`config.mk`:
```
export PLATFORM = sky130hd
export DESIGN_NAME = bank_htu_req_arb
export DESIGN_NICKNAME = d
export VERILOG_FILES = /design/src/rtl/bank_htu_req_arb.sv
export SDC_FILE = /design/constraint.sdc
export NUM_CORES = 1
export LEC_CHECK = 0
export BUFFER_PORTS_ARGS = -buffer_cell sky130_fd_sc_hd__buf_2
export CELL_PAD_IN_SITES_DETAIL_PLACEMENT = 0
export CELL_PAD_IN_SITES_GLOBAL_PLACEMENT = 2
export CORE_MARGIN = 3
export CORE_UTILIZATION = 23
export CTS_BUF_LIST = sky130_fd_sc_hd__clkbuf_16
export CTS_CLUSTER_DIAMETER = 40
export DETAILED_ROUTE_END_ITERATION = 12
export PLACE_DENSITY = 0.9
export SLEW_MARGIN = 30
export SYNTH_ARGS = -nofsm -noshare
export SYNTH_HDL_FRONTEND = slang
export SYNTH_SLANG_ARGS = --single-unit
```
`constraint.sdc`:
```
create_clock -name clk_i -period 4.31 [get_ports clk_i]
set_input_delay 1.293 -clock clk_i [delete_from_list [all_inputs] [get_ports clk_i]]
set_output_delay 1.293 -clock clk_i [all_outputs]
set_load 0.02 [all_outputs]
```
`src/rtl/bank_htu_req_arb.sv`:
```
// rtl/bank_htu_req_arb.sv - round-robin lookup/allocate request controller for one bank's HTU set-status block.
// Optional macro HTU_ARB_RETRY_LIMIT_EN: bounds "set full" retries to MAX_RETRY and reports resp_err_o.
module bank_htu_req_arb #(
  parameter int NUM_REQ   = 4,
  parameter int RETRY_GAP = 4,
  parameter int MAX_RETRY = 15,
  localparam int IDW      = $clog2(NUM_REQ)
) (
  input  logic                  clk_i,
  input  logic                  rst_i,
  input  logic [NUM_REQ-1:0]    req_valid_i,
  input  logic [NUM_REQ*22-1:0] req_tag_i,
  input  logic [NUM_REQ-1:0]    req_offset_i,
  output logic [NUM_REQ-1:0]    req_ready_o,
  output logic                  lkp_valid_o,
  output logic [21:0]           lkp_tag_o,
  output logic                  lkp_offset_o,
  input  logic                  lkp_resp_valid_i,
  input  logic                  lkp_resp_hit_i,
  input  logic                  lkp_resp_full_i,
  input  logic [2:0]            lkp_resp_way_i,
  input  logic                  rel_valid_i,
  input  logic [2:0]            rel_way_i,
  output logic                  rel_ready_o,
  output logic                  rel_valid_o,
  output logic [2:0]            rel_way_o,
  output logic                  resp_valid_o,
  output logic [IDW-1:0]        resp_id_o,
  output logic                  resp_hit_o,
  output logic [2:0]            resp_way_o,
  output logic                  resp_err_o,
  input  logic                  resp_ready_i
);

  typedef enum logic [1:0] {IDLE, LOOKUP, RETRY, RESP} state_t;

  state_t         state, state_nxt;
  logic [IDW-1:0] rr_ptr;
  logic [IDW-1:0] grant_idx;
  logic           grant_found;
  logic           grant;
  logic           rel_accept;
  logic           full_resp;
  logic           retry_exhausted;
  logic [21:0]    cap_tag;
  logic           cap_offset;
  logic [IDW-1:0] cap_id;
  logic           cap_hit;
  logic [2:0]     cap_way;
  logic [3:0]     gap_cnt;

  // MAX_RETRY is referenced here so it stays visible when the limit is compiled out.
  if (MAX_RETRY > 15) begin : g_max_retry_out_of_range
  end

  // Lowest offset from rr_ptr wins: scan descending so the nearest valid overwrites.
  always_comb begin
    logic [IDW-1:0] idx;
    grant_found = 1'b0;
    grant_idx   = rr_ptr;
    idx         = rr_ptr;
    for (int i = NUM_REQ - 1; i >= 0; i--) begin
      idx = rr_ptr + IDW'(i);
      if (req_valid_i[idx]) begin
        grant_found = 1'b1;
        grant_idx   = idx;
      end
    end
  end

  assign rel_accept = rel_valid_i && (state == IDLE || state == RETRY);
  assign grant      = (state == IDLE) && !rel_valid_i && grant_found;
  assign full_resp  = lkp_resp_valid_i && lkp_resp_full_i;

`ifdef HTU_ARB_RETRY_LIMIT_EN
  logic [3:0] retry_cnt;
  logic       cap_err;

  assign retry_exhausted = (retry_cnt == 4'(MAX_RETRY));

  always_ff @(posedge clk_i) begin
    if (rst_i) begin
      retry_cnt <= 4'd0;
      cap_err   <= 1'b0;
    end else begin
      if (grant) begin
        retry_cnt <= 4'd0;
        cap_err   <= 1'b0;
      end else if (state == LOOKUP && lkp_resp_valid_i) begin
        if (full_resp && !retry_exhausted) begin
          retry_cnt <= retry_cnt + 4'd1;
        end
        cap_err <= full_resp && retry_exhausted;
      end
    end
  end

  assign resp_err_o = cap_err;
`else
  assign retry_exhausted = 1'b0;
  assign resp_err_o      = 1'b0;
`endif

  always_ff @(posedge clk_i) begin
    if (rst_i) begin
      state <= IDLE;
    end else begin
      state <= state_nxt;
    end
  end

  always_comb begin
    state_nxt = state;
    case (state)
      IDLE:   if (grant) state_nxt = LOOKUP;
      LOOKUP: begin
        if (lkp_resp_valid_i) begin
          state_nxt = (full_resp && !retry_exhausted) ? RETRY : RESP;
        end
      end
      // gap_cnt reaches 0 on the transition, giving RETRY_GAP idle cycles.
      RETRY:  if (gap_cnt <= 4'd1) state_nxt = LOOKUP;
      RESP:   if (resp_ready_i) state_nxt = IDLE;
      default: state_nxt = IDLE;
    endcase
  end

  always_ff @(posedge clk_i) begin
    if (rst_i) begin
      rr_ptr      <= '0;
      cap_tag     <= '0;
      cap_offset  <= 1'b0;
      cap_id      <= '0;
      cap_hit     <= 1'b0;
      cap_way     <= 3'd0;
      gap_cnt     <= 4'd0;
      rel_valid_o <= 1'b0;
      rel_way_o   <= 3'd0;
    end else begin
      if (grant) begin
        cap_tag    <= req_tag_i[int'(grant_idx)*22 +: 22];
        cap_offset <= req_offset_i[grant_idx];
        cap_id     <= grant_idx;
        rr_ptr     <= grant_idx + IDW'(1);
      end
      if (state == LOOKUP && lkp_resp_valid_i) begin
        if (full_resp && !retry_exhausted) begin
          gap_cnt <= 4'(RETRY_GAP);
        end else if (full_resp) begin
          cap_hit <= 1'b0;
          cap_way <= 3'd0;
        end else begin
          cap_hit <= lkp_resp_hit_i;
          cap_way <= lkp_resp_way_i;
        end
      end
      if (state == RETRY) begin
        gap_cnt <= gap_cnt - 4'd1;
      end
      rel_valid_o <= rel_accept;
      if (rel_accept) begin
        rel_way_o <= rel_way_i;
      end
    end
  end

  always_comb begin
    req_ready_o  = grant ? (NUM_REQ'(1) << grant_idx) : '0;
    rel_ready_o  = rel_accept;
    lkp_valid_o  = (state == LOOKUP);
    lkp_tag_o    = cap_tag;
    lkp_offset_o = cap_offset;
    resp_valid_o = (state == RESP);
    resp_id_o    = cap_id;
    resp_hit_o   = cap_hit;
    resp_way_o   = cap_way;
  end

endmodule

```
==> flow_metrics.env, run 1 <==
export IMPL_result_of_the_run="finished clean"
export IMPL_antenna_found_initial=0
export IMPL_post_drt_wl_per_cell_microns=13.81
export IMPL_clkLatencyLatePin_ns=0.28
export IMPL_global_route_wire_length_before_repair_mm=10.96
export IMPL_worst_path_largest_cell_delay_ns=0.53
export IMPL_post_synth_top_area_fraction_pct=34.71
export IMPL_synthTopCellsByArea="dfxtp_1 (35%), mux2i_1 (23%), o221ai_2 (10%)"
export IMPL_antenna_violating_nets_post_route=0
export IMPL_post_route_clock_period_utilization_pct=93.84
export IMPL_core_area_sq_um=9864
export IMPL_first_pass_iters=4
export IMPL_clock_sinks=41
export IMPL_starting_utilization_of_the_core_area_pct=23.97
export IMPL_fp_dieArea_sq_um=11530
export IMPL_placedCellCount=510
export IMPL_sum_of_buffers_and_inverters_on_the_critical_path=3
export IMPL_post_synth_cell_area_avg_sq_um=9.853
export IMPL_synth_distinct_cells=41
export IMPL_io_pin_count=150
export IMPL_dpl_instance_area_sq_um=3209
export IMPL_layout_commonest_cell="buf_2"
export IMPL_period_needed_ns=4.044
export IMPL_number_of_failing_hold_endpoints_at_the_final_stage=0
export IMPL_dpl_hpwl_mm=5.719
export IMPL_share_of_cells_above_drive_strength_1_pct=47.53
export IMPL_setup_cp_type="input pin to output pin"
export IMPL_cp_required_ns=3.02
export IMPL_hold_path_class="flip-flop to flip-flop"
export IMPL_synth_cell_area_sq_um=2365
export IMPL_number_of_buffers_inserted_by_hold_repair_at_cts=0
export IMPL_most_frequent_cells_in_the_layout="buf_2 (148), mux2i_1 (55), dfxtp_1 (41)"
export IMPL_number_of_global_route_vias_before_repair=2257
export IMPL_clkSlewWorstSetupHoldPaths_ns=0.06
export IMPL_cell_area_power_density_nw_per_um2=349.5
export IMPL_syn_num_nets=355
export IMPL_pin_count_of_the_biggest_net_entering_global_routing=25
export IMPL_htree_num_levels=2
export IMPL_cp_data_arrival_time_ns=2.75
export IMPL_cts_root_buffer="clkbuf_16"
export IMPL_unrepaired_setup_endpoints_after_global_routing="no"
export IMPL_clock_skew_ns=0.002914
export IMPL_floorplan_rows=36
export IMPL_post_drt_via_cell_ratio=4.465
export IMPL_drtIter0Drc=58
export IMPL_p_leak_nw=1.571
export IMPL_worst_setup_ep_type="output pin"
export IMPL_final_instance_count_excl_fill=518
export IMPL_inserted_diodes=0
export IMPL_synth_async_sr_flop_share_pct=0
export IMPL_postSynthRegisterBits=41
export IMPL_report_power_total_mw=1.173
export IMPL_tightest_slew_ns=0.6107
export IMPL_setup_violations_final=0
export IMPL_detail_route_wirelength_mm=7.154
export IMPL_worst_path_most_repeated_cell="buf_2"
export IMPL_postCtsSetupRepairBufs=0
export IMPL_grt_total_usage_pct=11.87
export IMPL_report_final_slew_viol_count=0
export IMPL_design_area_sq_um=3357
export IMPL_cts_buffers_inserted=5
export IMPL_crit_fanout=6
export IMPL_fin_tns_setup_ns=0
export IMPL_ys_warn_count=0
export IMPL_maxCapViolCount=0
export IMPL_syn_instance_count=240
export IMPL_die_w_microns=107.4
export IMPL_numPortBuffers=148
export IMPL_via_count=2313
export IMPL_synth_yosys_seq_area_share_pct=34.71
export IMPL_ctsLongestPathBuffers=2
export IMPL_critical_path_startpoint_type="input pin"
export IMPL_maxClockFrequency_mhz=247.3
export IMPL_gp_congestion=0.7163
export IMPL_timing_max_slew_rel_slack_pct=59.19
export IMPL_cts_tree="yes"
export IMPL_yosysTopAreaCell="dfxtp_1"
export IMPL_final_net_count=499
export IMPL_detail_route_drc_violations=0
export IMPL_final_util_pct=34.03
export IMPL_post_cts_resized=0
export IMPL_area_growth_synth_to_final_pct=41.96
export IMPL_cp_cell_sequence="buf_2, nor2b_1, or4_4, nand2_2, inv_1, ha_1, and2_1, buf_2"
export IMPL_edff_count_synth=0
export IMPL_kind_of_cell_adding_the_most_delay_to_the_critical_path="simple AND/OR/NAND/NOR gates"
export IMPL_crit_path_top_delay_cell="or4_4"
export IMPL_vdd_ir_drop_worst_mv=0.1627
export IMPL_gr_total_overflow=0
export IMPL_synth_flop_cell="dfxtp_1"
export IMPL_die_height_microns=107.4
[routing by layer]
metal	GRT usage (%)	vias up	wire, microns
met3	1.800	4	370
met2	20.73	71	3609
met4	3.517	0	70
met5	0	-	0
met1	15.04	1073	3104
li1	-	1165	-
[final timing paths]
path                  startpoint             end  slack [ns]  cells after the start
hold reg to reg    lkp_tag_o[13]   lkp_tag_o[13]        0.46                      2
hold / removal     lkp_tag_o[13]   lkp_tag_o[13]        0.46                      2
setup / recovery  req_valid_i[0]  req_ready_o[1]        0.27                      8
setup reg to reg       rr_ptr[1]   lkp_tag_o[17]        2.19                      6
[power breakdown]
part	leakage, nW	internal, mW	switching (mW)
Sequential	0.336	0.418	0.0241
Clock	0.0621	0.214	0.158
Combinational	1.17	0.158	0.200
[synthesized netlist by cell type (2+ instances only)]
library cell  instances
mux2i_1              55
dfxtp_1              41
nand2_1              27
nor2_1               20
o221ai_2             16
nor2b_1               8
a21oi_1               6
clkbuf_1              6
ha_1                  6
o221ai_1              6
and2_1                5
inv_1                 5
buf_2                 3
and3_1                2
buf_4                 2
buf_8                 2
nand2b_1              2
nand3_1               2
nor4_1                2
o211ai_1              2
o21ai_0               2
[worst min-delay path, delay by kind of cell, from the launching register on]
kind	cells	cell delay, ns
AOI/OAI and AO/OA	1	0.05
DFF	1	0.32
and+or+nand+nor	1	0.05
[area by class of cell]
class	count	area, sq um
well taps	133	166.4
fillers	1008	6507
inverters	5	18.77
multi-input cells	178	1425
clock buffers	5	125.1
clock inverters	3	22.52
repair buffers	153	778.2
flip-flops and latches	41	820.8
[kinds of logic after synthesis]
family	after synthesis	share of synthesized area [%]
simple gates	75	15.19
mux	55	23.28
flops	41	34.71
compound gates	40	17.51
buf+inv	21	5.608
fa+ha+maj	6	3.175
other cells	1	0.1586
xor+xnor	1	0.3704
[sequential cells by signal, indices dropped and copies added, names as in the netlist]
| signal | flops |
|---|---|
| resp_hit_o | 1 |
| lkp_offset_o | 1 |
| rel_way_o | 3 |
| resp_id_o | 2 |
| gap_cnt | 4 |
| lkp_tag_o | 22 |
| rr_ptr | 2 |
| state | 2 |
| rel_valid_o | 1 |
| resp_way_o | 3 |
[through the flow]
step                      worst slack (ns)  hold WS (ns)
after floorplan                     0.2948        0.4530
after global placement              0.2843        0.4410
after detailed placement            0.2526        0.4415
after CTS                           0.2480        0.4645
after global routing                0.1750        0.4795
final                               0.2656        0.4562
Note: power is estimated with default switching activity, not from simulation.
==> inputs of run 2 (changes only) <==
- BUFFER_PORTS_ARGS: -buffer_cell sky130_fd_sc_hd__buf_2 -> not set
- CORE_UTILIZATION: 23 -> 34
- DONT_BUFFER_PORTS: not set -> 1
- PLACE_DENSITY: 0.9 -> 0.89
- SLEW_MARGIN: 30 -> not set
- clock period: 4.31 -> 4.6 ns (I/O delays scaled with it)
==> run 2 against run 1 <==
  * First-iteration DRC count fell by 10%
  * Design area decreased by 24%
  * Combinational power down 42%
  * Sequential share of layout area is 7.9 points higher
  * Wire length shrank 20%
  * Sequential cell count stayed put
  * Register-to-register slack improved by 0.12 ns
  * Setup slack better by 0.32 ns
  * Via count down 25%
  * Clock power decreased by 11%
  * Total power down 15%
  * Count of clock-buffer cells in the layout did not move
  * Critical endpoint is now req_ready_o[3]
  * Largest cell class unchanged
==> flow_metrics.env, run 2 (synthesis gave the netlist of run 1 again) <==
export IMPL_whs_endpoint="gap_cnt[3]"
export IMPL_via_count=1746
export IMPL_r2r_setup_slk_ns=2.31
export IMPL_clkLatencyLatePin_ns=0.28
export IMPL_final_instance_count_excl_fill=314
export IMPL_starting_utilization_of_the_core_area_pct=36.21
export IMPL_hp_start="gap_cnt[3]"
export IMPL_number_of_failing_hold_endpoints_at_the_final_stage=0
export IMPL_detail_route_drc_violations=0
export IMPL_global_route_wire_length_before_repair_mm=7.935
export IMPL_fin_tns_setup_ns=0
export IMPL_area_growth_synth_to_final_pct=7.196
export IMPL_die_height_microns=89.40
export IMPL_hold_path_class="flip-flop to flip-flop"
export IMPL_gp_congestion=0.7312
export IMPL_antenna_violating_nets_post_route=0
export IMPL_fill_cells=673
export IMPL_io_pin_count=150
export IMPL_result_of_the_run="finished clean"
export IMPL_clkSlewWorstSetupHoldPaths_ns=0.06
export IMPL_worst_setup_ep_type="output pin"
export IMPL_period_needed_ns=4.016
export IMPL_clock_sinks=41
export IMPL_sum_of_buffers_and_inverters_on_the_critical_path=0
export IMPL_cts_root_buffer="clkbuf_16"
export IMPL_floorplan_rows=29
export IMPL_post_route_clock_period_utilization_pct=87.31
export IMPL_post_drt_wl_per_cell_microns=18.29
export IMPL_setup_cp_type="input pin to output pin"
export IMPL_number_of_buffers_inserted_by_hold_repair_at_cts=0
export IMPL_largest_register_ff_count=22
export IMPL_worst_path_largest_cell_delay_ns=0.81
export IMPL_cp_cell_sequence="nor4_1, nor4_2, and2_1"
export IMPL_drtIter0Drc=52
export IMPL_final_net_count=352
export IMPL_crit_fanout=11
export IMPL_inserted_diodes=0
export IMPL_core_area_sq_um=6531
export IMPL_hold_path_cell_count=2
export IMPL_pin_count_of_the_biggest_net_entering_global_routing=38
export IMPL_postCtsSetupRepairBufs=0
export IMPL_htree_num_levels=2
export IMPL_crit_reg_reg_startpoint="state[0]"
export IMPL_report_final_slew_viol_count=0
export IMPL_crit_path_top_delay_cell="nor4_2"
export IMPL_report_power_total_mw=1.001
export IMPL_ctsLongestPathBuffers=2
export IMPL_share_of_cells_above_drive_strength_1_pct=13.92
export IMPL_maxClockFrequency_mhz=249.0
export IMPL_fp_dieArea_sq_um=7991
export IMPL_cp_required_ns=3.22
export IMPL_unrepaired_setup_endpoints_after_global_routing="no"
export IMPL_timing_max_slew_rel_slack_pct=27.41
export IMPL_clock_skew_ns=0.003574
export IMPL_die_w_microns=89.40
export IMPL_layout_commonest_cell="mux2i_1"
export IMPL_placedCellCount=307
export IMPL_cp_data_arrival_time_ns=2.64
export IMPL_ff2ff_path_depth=5
export IMPL_critical_path_startpoint_type="input pin"
export IMPL_worstReg2RegEnd="lkp_tag_o[10]"
export IMPL_cell_area_power_density_nw_per_um2=394.8
export IMPL_kind_of_cell_adding_the_most_delay_to_the_critical_path="simple AND/OR/NAND/NOR gates"
export IMPL_maxCapViolCount=0
export IMPL_grt_total_usage_pct=13.01
export IMPL_cts_buffers_inserted=5
export IMPL_antenna_found_initial=0
export IMPL_setup_violations_final=0
export IMPL_dpl_hpwl_mm=4.370
export IMPL_number_of_global_route_vias_before_repair=1591
export IMPL_first_pass_iters=4
export IMPL_p_leak_nw=0.9411
export IMPL_gr_total_overflow=0
export IMPL_numPortBuffers=0
export IMPL_vdd_ir_drop_worst_mv=0.1603
export IMPL_post_cts_resized=0
export IMPL_detail_route_wirelength_mm=5.742
export IMPL_most_frequent_cells_in_the_layout="mux2i_1 (55), dfxtp_1 (41), nand2_1 (27)"
export IMPL_post_drt_via_cell_ratio=5.561
export IMPL_tightest_slew_ns=1.080
export IMPL_cts_tree="yes"
[run 2: layout make-up]
cell class / instances / area [sq um] / share of cell area, %
Multi-Input combinational cell: 178 / 1418 / 55.92
Sequential cell: 41 / 820.8 / 32.38
Clock buffer: 5 / 125.1 / 4.936
Tap cell: 77 / 96.34 / 3.801
Timing Repair Buffer: 6 / 45.04 / 1.777
Inverter: 5 / 18.77 / 0.7404
Clock inverter: 2 / 11.26 / 0.4442
[run 2: worst max-delay path by stage]
stage | startpoint | endpoint | cells past startpoint
6_report | req_valid_i[1] | req_ready_o[3] | 3
5_1_grt | req_valid_i[1] | req_ready_o[3] | 3
4_1_cts | req_valid_i[0] | req_ready_o[1] | 6
3_5_place_dp | req_valid_i[0] | req_ready_o[1] | 6
3_3_place_gp | req_valid_i[0] | req_ready_o[1] | 6
2_1_floorplan | req_valid_i[0] | req_ready_o[1] | 8
[run 2: where the power goes]
part           total [mW]  internal, mW  switching [mW]  leakage (nW)
clock               0.333         0.196           0.137        0.0633
combinational       0.210        0.0950           0.115         0.542
sequential          0.458         0.392          0.0664         0.336
[run 2: through the flow]
stage               util [%]  hold WS [ns]  setup slack, ns  instance area [sq um]
finish                 38.81        0.4751           0.5839                   2535
global route           38.81        0.5343           0.5066                   2535
CTS                    38.81        0.4818           0.5947                   2535
detailed placement     36.72        0.4739           0.5974                   2399
global placement       36.72        0.4623           0.6159                   2399
floorplan                  -        0.4530           0.4108                   2365
[run 2: per-layer routing]
metal | part of all wire, % | vias to the layer above | track usage, % | routed length (microns)
met3 | 6.8 | 2 | 3.687 | 392
li1 | - | 863 | - | -
met1 | 45 | 814 | 17.82 | 2580
met4 | 0.66 | 0 | 4.060 | 38
met5 | 0 | - | 0 | 0
met2 | 48 | 67 | 19.76 | 2732
[run 2: worst reg2reg max path: stages (launching register included)]
cell	delay [ns]
dfxtp_1	0.38
nor4_2	0.96
nor2b_1	0.30
nand2b_1	0.08
buf_4	0.24
o221ai_1	0.24
